==> config.mk <==
export PLATFORM = sky130hd
export DESIGN_NAME = image_upscale_writer_flat
export DESIGN_NICKNAME = d
export VERILOG_FILES = /design/src/rtl/image_upscale_writer_if.sv /design/src/rtl/image_upscale_writer.sv /design/src/flat_wrapper.sv
export SDC_FILE = /design/constraint.sdc
export NUM_CORES = 1
export LEC_CHECK = 0
export CORE_UTILIZATION = 60
export CTS_CLUSTER_DIAMETER = 150
export CTS_CLUSTER_SIZE = 10
export DETAILED_ROUTE_END_ITERATION = 8
export PLACE_DENSITY = 0.77
export SLEW_MARGIN = 30
export SYNTH_ARGS = -nofsm -noshare
export SYNTH_HDL_FRONTEND = slang
export SYNTH_SLANG_ARGS = --single-unit
==> constraint.sdc <==
create_clock -name clk -period 4.05 [get_ports clk]
set_clock_uncertainty 0.15 [all_clocks]
set_input_delay 0.405 -clock clk [delete_from_list [all_inputs] [get_ports clk]]
set_output_delay 0.405 -clock clk [all_outputs]
set_load 0.02 [all_outputs]
==> src/rtl/image_upscale_writer_if.sv <==
// Pixel-stream / memory-write bundle for image_upscale_writer.
//   in_valid, in_data : downscaled pixel stream into the writer
//   in_ready          : writer accepts in_data this cycle
//   wr_full           : memory write path cannot take a write this cycle
//   wr_en, wr_addr, wr_data : write strobe, 23-bit word address, pixel
// master = writer side, slave = source / memory side.
interface image_upscale_writer_if;
  logic        in_valid;
  logic [7:0]  in_data;
  logic        in_ready;
  logic        wr_full;
  logic        wr_en;
  logic [22:0] wr_addr;
  logic [7:0]  wr_data;

  modport master (
    input  in_valid, in_data, wr_full,
    output in_ready, wr_en, wr_addr, wr_data
  );

  modport slave (
    output in_valid, in_data, wr_full,
    input  in_ready, wr_en, wr_addr, wr_data
  );
endinterface

==> src/rtl/image_upscale_writer.sv <==
// Nearest-neighbour upscaler: buffers one downscaled line of IMG_W/BLK
// pixels, then writes it out as BLK full-resolution rows, each input pixel
// replicated BLK times horizontally.  Repeats for IMG_H/BLK input lines.
// Ports:
//   clk, rst : clock, asynchronous active-high reset
//   start    : one-cycle frame start (honoured only when idle)
//   bus      : pixel input stream and memory write port (master side)
//   busy     : high whenever not idle
//   done     : one-cycle pulse when the frame's last write has been made
module image_upscale_writer #(
  parameter int          IMG_W     = 640,
  parameter int          IMG_H     = 480,
  parameter int          BLK       = 8,
  parameter logic [22:0] BASE_ADDR = 23'd0
) (
  input  logic                       clk,
  input  logic                       rst,
  input  logic                       start,
  image_upscale_writer_if.master     bus,
  output logic                       busy,
  output logic                       done
);
  localparam int COLS  = IMG_W / BLK;
  localparam int ROWS  = IMG_H / BLK;
  localparam int COL_W = (COLS > 1) ? $clog2(COLS) : 1;
  localparam int SUB_W = (BLK > 1) ? $clog2(BLK) : 1;
  localparam int ROW_W = (ROWS > 1) ? $clog2(ROWS) : 1;
  localparam logic [COL_W-1:0] COL_LAST = COL_W'(COLS - 1);
  localparam logic [SUB_W-1:0] SUB_LAST = SUB_W'(BLK - 1);
  localparam logic [ROW_W-1:0] ROW_LAST = ROW_W'(ROWS - 1);

  typedef enum logic [1:0] {IDLE, FILL, EMIT, DONE} state_t;

  state_t           state, state_nxt;
  logic [7:0]       linebuf [COLS];
  logic [COL_W-1:0] col;       // fill position in the line buffer
  logic [COL_W-1:0] bx;        // output column / BLK
  logic [SUB_W-1:0] bs;        // output column % BLK
  logic [SUB_W-1:0] r;         // sub-row within the current block row
  logic [ROW_W-1:0] q;         // input row
  logic [22:0]      wr_addr;
  logic             in_ready, wr_en;
  logic [7:0]       wr_data;
  logic             accept, wr_fire, line_end;

  // Output column tracked as (bx, bs) so the buffer read needs no divider.
  assign line_end = (bx == COL_LAST) && (bs == SUB_LAST);

  always_comb begin
    state_nxt = state;
    in_ready  = 1'b0;
    wr_en     = 1'b0;
    wr_data   = 8'd0;
    done      = 1'b0;
    accept    = 1'b0;
    wr_fire   = 1'b0;
    busy      = (state != IDLE);
    case (state)
      IDLE: if (start) state_nxt = FILL;
      FILL: begin
        in_ready = 1'b1;
        accept   = bus.in_valid;
        if (accept && col == COL_LAST) state_nxt = EMIT;
      end
      EMIT: begin
        wr_en   = !bus.wr_full;
        wr_fire = wr_en;
        wr_data = linebuf[bx];
        if (wr_fire && line_end && r == SUB_LAST)
          state_nxt = (q == ROW_LAST) ? DONE : FILL;
      end
      DONE: begin
        done      = 1'b1;
        state_nxt = IDLE;
      end
      default: state_nxt = IDLE;
    endcase
  end

  always_ff @(posedge clk or posedge rst) begin
    if (rst) state <= IDLE;
    else     state <= state_nxt;
  end

  always_ff @(posedge clk or posedge rst) begin
    if (rst) begin
      wr_addr <= BASE_ADDR;
      col     <= '0;
      bx      <= '0;
      bs      <= '0;
      r       <= '0;
      q       <= '0;
    end else begin
      if (state == IDLE && start) begin
        wr_addr <= BASE_ADDR;
        col     <= '0;
        bx      <= '0;
        bs      <= '0;
        r       <= '0;
        q       <= '0;
      end
      // col wraps to 0 on the last accept so the next FILL starts clean.
      if (accept) col <= (col == COL_LAST) ? '0 : col + 1'b1;
      if (wr_fire) begin
        wr_addr <= wr_addr + 23'd1;
        if (bs == SUB_LAST) begin
          bs <= '0;
          bx <= (bx == COL_LAST) ? '0 : bx + 1'b1;
        end else begin
          bs <= bs + 1'b1;
        end
        if (line_end) begin
          r <= (r == SUB_LAST) ? '0 : r + 1'b1;
          if (r == SUB_LAST) q <= q + 1'b1;
        end
      end
    end
  end

  // Line buffer holds data only; every entry is rewritten before it is read.
  always_ff @(posedge clk) begin
    if (accept) linebuf[col] <= bus.in_data;
  end

  assign bus.in_ready = in_ready;
  assign bus.wr_en    = wr_en;
  assign bus.wr_addr  = wr_addr;
  assign bus.wr_data  = wr_data;
endmodule
==> src/flat_wrapper.sv <==
// flat-port wrapper written by rule: the top's interface ports become plain ports
module image_upscale_writer_flat 
#(
  parameter int          IMG_W     = 640,
  parameter int          IMG_H     = 480,
  parameter int          BLK       = 8,
  parameter logic [22:0] BASE_ADDR = 23'd0
)
  (clk, rst, start, busy, done, bus_in_valid, bus_in_data, bus_wr_full, bus_in_ready, bus_wr_en, bus_wr_addr, bus_wr_data);
  image_upscale_writer_if bus_i ();
  input  logic clk;
  input  logic rst;
  input  logic start;
  output logic busy;
  output logic done;
  input wire logic [$bits(bus_i.in_valid)-1:0] bus_in_valid;
  input wire logic [$bits(bus_i.in_data)-1:0] bus_in_data;
  input wire logic [$bits(bus_i.wr_full)-1:0] bus_wr_full;
  output wire logic [$bits(bus_i.in_ready)-1:0] bus_in_ready;
  output wire logic [$bits(bus_i.wr_en)-1:0] bus_wr_en;
  output wire logic [$bits(bus_i.wr_addr)-1:0] bus_wr_addr;
  output wire logic [$bits(bus_i.wr_data)-1:0] bus_wr_data;
  assign bus_i.in_valid = bus_in_valid;
  assign bus_i.in_data = bus_in_data;
  assign bus_i.wr_full = bus_wr_full;
  assign bus_in_ready = bus_i.in_ready;
  assign bus_wr_en = bus_i.wr_en;
  assign bus_wr_addr = bus_i.wr_addr;
  assign bus_wr_data = bus_i.wr_data;
  image_upscale_writer #(.IMG_W(IMG_W), .IMG_H(IMG_H), .BLK(BLK), .BASE_ADDR(BASE_ADDR)) u_core (.clk(clk), .rst(rst), .start(start), .bus(bus_i), .busy(busy), .done(done));
endmodule
; Word level (Yosys, flattened, before mapping)
; Memory sizes are Yosys's and may differ from the RTL's.
; Cells that the tools add are included.
[totals]
regBits = 51
mem_bits_rw = 640
wordCells = 68
n_memories = 1
[memory_table]
columns = memory, words, width, rd, rd_ports_with_merged_regs, wr, line
row1 = u_core.linebuf, 80, 8, 1, 0, 1, image_upscale_writer.sv:35  ; logic [7:0] linebuf [COLS];
[op_classes]
add_sub_neg = 6
n_eq_ne = 11
n_mux = 32
n_reduce_logical = 11
[op_table]
columns = operator, n
row1 = 7-bit two-way mux, 7
row2 = 23-bit two-way mux, 2
row3 = 6-bit two-way mux, 4
row4 = "23-bit by 1-bit adder with 23-bit output, second input constant", 1
row5 = 3-bit two-way mux, 7
row6 = "7-bit by 1-bit adder with 7-bit output, second input constant", 2
row7 = "7-bit equality test, second input constant", 2
row8 = 2-bit two-way mux, 4
row9 = 8-bit two-way mux, 1
row10 = 2-bit case mux with 4 select lines, 1
row11 = "3-bit by 1-bit adder with 3-bit output, second input constant", 2
row12 = "6-bit by 1-bit adder with 6-bit output, second input constant", 1
row13 = "3-bit equality test, second input constant", 2
row14 = "6-bit equality test, second input constant", 1
row15 = 1-bit two-way mux, 6
row16 = 2-bit nonzero test, 3
row17 = 1-bit logical AND, 5
row18 = "2-bit equality test, second input constant", 2
row19 = "2-bit by 1-bit inequality test with 1-bit output, second input constant", 2
row20 = 3-bit AND reduction, 1
row21 = "2-bit by 1-bit equality test with 1-bit output, second input constant", 1
row22 = 2-bit logical NOT, 1
row23 = "2-bit inequality test, second input constant", 1
row24 = 1-bit logical NOT, 1

; Longest topological paths before layout
[depth]
depth_word = 6
mapped_depth = 9

; Worst setup path before layout
; Ideal clock, no wire load.
[synth_path]
kind = register to output
startpoint = register u_core.bx[0]
endpoint = output bus_wr_data[6]
arrival_time_ns = 2.097
t_required_ns = 3.495
slack_ns = 1.398
path_stages_with_launch = 8
path_cell_list = dfrtp_1 > buf_6 > buf_6 > buf_4 > mux4_2 > a221oi_1 > o21ai_0 > o31a_1
[synth_between]
elab_chain_cells = 2
[synth_rtl]
columns = item, line
row1 = "start, declared", image_upscale_writer.sv:37  ; logic [COL_W-1:0] bx;
row2 = "start signal, assigned", image_upscale_writer.sv:108  ; bx <= (bx == COL_LAST) ? '0 : bx + 1'b1;
row3 = memory read 80 x 8 bit, n/a
row4 = 8-bit two-way mux, image_upscale_writer.sv:58  ; case (state)
row5 = "end, declared", flat_wrapper.sv:22  ; output wire logic [$bits(bus_i.wr_data)-1:0] bus_wr_data;
; No other way between the ends.

; Final worst setup path
; Same ends and word-level chain as after synthesis.

==> impl_metrics.py <==
metrics = {
    "synthesis": {
        "dominantRegCellSynth": "sky130_fd_sc_hd__edfxtp_1",
        "synth-compound-area-share_pct": 3.818,
        "postSynth.asyncResetShare_pct": 7.381,
        "synth.lib_cells_used.distinct": 60,
        "synth_simple_gate_area_share_pct": 4.808,
        "combinational_family_with_the_most_area_after_synthesis": "multiplexers",
        "synthMuxAreaShare_pct": 15.06,
        "mappedNetlistNets": 1475,
        "synth_xor_xnor_area_share_pct": 0.03178,
        "seq_area_frac_synth_pct": 74.37,
        "syn_inst": 1454,
        "ys_seq_elements": 691,
        "synth_enable_flop_cells": 640,
        "post_synth_fa_ha_maj_area_fraction_pct": 0.3632,
        "postSynthAreaPerCell_um2": 18.95,
        "yosysWarningCount": 0,
        "synth_area_um2": 27560,
    },
    "sta": {
        "setup_viol_count_final": 0,
        "finalCriticalPeriod_ns": 3.952,
        "rsz0062_at_grt": "false",
        "timing.final.hold_violations": 0,
        "final.period_utilization_pct": 97.58,
        "maxSlewHeadroom_pct": 40.37,
        "timing_worst_slew_pin_value_ns": 0.8923,
        "final.setup.tns_ns": 0,
        "fmax_mhz": 253.0,
        "drv_slew": 0,
    },
    "die": {
        "ios": 48,
        "placementRows": 78,
        "die_area_um2": 46790,
        "coreArea_um2": 45380,
        "die_width_um": 216.3,
        "start_util_pct": 60.73,
        "dieHeight_um": 216.3,
    },
    "setup_path": {
        "cp_data_arrival_time_ns": 3.40,
        "critical_path.endpoint_type": "output pin",
        "required_ns": 3.49,
        "crit_chain": "buf_12 > buf_12 > buf_4 > mux4_2 > o21ai_1 > a21oi_1 > o31a_1 > dlygate4sd2_1",
        "path_class": "flip-flop to output pin",
        "critPathMaxFanout": 29,
        "crit_top_cell": "sky130_fd_sc_hd__buf_12",
        "crit_slowest_cell": "sky130_fd_sc_hd__mux4_2",
        "worstSetupStartpointType": "flip-flop",
        "cp_slowest_stage_delay_ns": 0.55,
        "reg2reg_setup_slack_ns": 0.80,
    },
    "cts": {
        "cts.clk_slew.worst_paths_ns": 0.06,
        "cts_made_buffers": 79,
        "clock_insertion_delay_worst_skew_ns": 0.60,
        "clock_sink_count": 691,
        "cts-htree-levels": 3,
        "cts-root-buf": "sky130_fd_sc_hd__clkbuf_16",
        "ctsHoldBuffers": 0,
        "clockBufferDepth": 3,
        "cts_tree": "built",
    },
    "routing": {
        "dr_total_vias": 15207,
        "drc": 0,
        "drt-total-wl_um": 64830,
        "detail_route.wl_per_cell_um": 28.76,
        "drt_iter0_markers": 2050,
        "vias_per_cell": 6.747,
        "postRouteAntennaNets": 0,
        "drt_first_pass_iters": 5,
    },
    "final_layout": {
        "layout_commonest_cell": "sky130_fd_sc_hd__edfxtp_1",
        "final_cells": 2254,
        "drive_gt1_share_pct": 24.55,
        "nFillCells": 2738,
        "finalNetCount": 1656,
        "number_of_diodes_added_for_antenna_fixing": 0,
        "layout-area-overhead-vs-synth_pct": 14.89,
        "area_of_the_multi_input_gates_um2": 6710,
        "most_used_cells_in_the_layout_excluding_fill_and_tap_cells": "sky130_fd_sc_hd__edfxtp_1, sky130_fd_sc_hd__mux4_2, sky130_fd_sc_hd__nor2_1, sky130_fd_sc_hd__buf_4, sky130_fd_sc_hd__clkbuf_16",
        "regArea_um2": 20500,
    },
    "power_and_ir_drop": {
        "power.static_leakage_nw": 10.08,
        "power_per_cell_area_nw_per_um2": 468.7,
        "ir_worst_vdd_mv": 0.4516,
    },
    "placement": {
        "post_placement_cell_count": 2151,
        "placer_congestion": 0.8945,
        "dp_hpwl_um": 40500,
        "numPortBuffers": 47,
    },
    "hold_path": {
        "worst_hold_path_type": "input port to asynchronous set/reset pin",
    },
    "grt": {
        "grt_first_pass_wirelength_um": 97620,
        "antenna_violations_before_repair": 0,
        "overflow": 0,
        "largest_net_degree_at_the_start_of_global_routing": 59,
        "grt_usage_pct": 28.63,
        "number_of_global_route_vias_before_repair": 15274,
    },
    "flow_run": {
        "cap_viol_max_count": 0,
    },
    "outcome": {
        "outcome": "finished, final reports clean",
    },
}
## kinds of logic (layout without fill, tap and decap cells)
kind of cell / count (synthesis) / in the layout
multiplexers: 224 / 224
AND/OR/NAND/NOR: 288 / 288
adder cells (fa/ha/maj): 8 / 8
flip-flops: 691 / 691
XOR/XNOR: 1 / 1
AO/OA/AOI/OAI: 161 / 161
buffers and inverters: 81 / 281
## flip-flops by register name, indices dropped and copies added (netlist names)
| name | flops |
|---|---|
| u_core.linebuf | 640 |
| u_core.bus.wr_addr | 23 |
| u_core.bx | 7 |
| u_core.col | 7 |
| u_core.q | 6 |
| u_core.bs | 3 |
| u_core.r | 3 |
| u_core.state | 2 |
## cells in the mapped netlist (9+ instances only)
master,number,share of area (%)
sky130_fd_sc_hd__buf_6,9,0.37
sky130_fd_sc_hd__nand2_1,72,0.98
sky130_fd_sc_hd__clkbuf_1,31,0.42
sky130_fd_sc_hd__mux2i_1,66,2.4
sky130_fd_sc_hd__edfxtp_1,640,70
sky130_fd_sc_hd__o21ai_0,54,0.98
sky130_fd_sc_hd__inv_1,9,0.12
sky130_fd_sc_hd__nand3_1,33,0.60
sky130_fd_sc_hd__nor2_1,120,1.6
sky130_fd_sc_hd__mux4_2,152,12
sky130_fd_sc_hd__a21oi_1,15,0.27
sky130_fd_sc_hd__buf_4,11,0.30
sky130_fd_sc_hd__o31ai_1,13,0.35
sky130_fd_sc_hd__buf_2,11,0.20
sky130_fd_sc_hd__a22oi_1,12,0.33
sky130_fd_sc_hd__a31oi_1,13,0.30
sky130_fd_sc_hd__dfrtp_1,51,4.6
sky130_fd_sc_hd__o211ai_1,11,0.30
## worst max-delay path: cells and delay by family, from the launching register on
kind	cells	cell delay, ns
AOI/OAI and AO/OA	3	0.79
muxes	1	0.55
buffers and inverters	4	0.97
DFF	1	0.44
## report_power, final
group          switching, mW  internal (mW)
sequential            0.0810           7.88
clock                   2.60           3.55
combinational          0.509          0.213
## layout make-up
type	count	area share [%]
Sequential cell	691	64.76
Inverter	11	0.1423
Tap cell	600	2.371
Timing Repair Buffer	170	4.746
Multi-Input combinational cell	682	21.19
Clock buffer	93	6.477
Clock inverter	7	0.3082
## routing by layer
metal	track usage [%]	share of wire [%]
met5	0	0
met4	9.883	3.4
met3	5.712	9.7
met2	45.82	49
met1	39.91	38
## worst paths after layout
check | start | to | cells after the start
hold / removal | rst | u_core.bx[4] | 2
min in group clk | bus_in_data[6] | u_core.linebuf[54][6] | 1
hold reg to reg | u_core.bus.wr_addr[22] | u_core.bus.wr_addr[22] | 1
max in group asynchronous | rst | u_core.bx[1] | 2
setup reg to reg | u_core.state[0] | u_core.linebuf[8][6] | 5
setup / recovery | u_core.bx[0] | bus_wr_data[6] | 8
## repair_timing
item | 4_1_cts | 5_1_grt
buffers inserted | 3 | 0
endpoints found under the setup margin | 8 | 1
pin swaps | 0 | 1
resized for setup | 30 | 1
## stage by stage
step                      area, um^2  utilization (%)  setup slack, ns  hold WS [ns]  power (mW)
after floorplan                27560                -            1.398        0.2977       8.441
after global placement         29380            64.74           0.2393        0.3141       8.782
after detailed placement       29390            64.76           0.2672        0.3438       8.817
after CTS                      31650            69.74           0.1246       0.09660       14.90
after global routing           31660            69.77          0.01778        0.1377       15.24
final                          31660            69.77          0.09808        0.1012       14.84
Power figures use the tool's default switching activity.
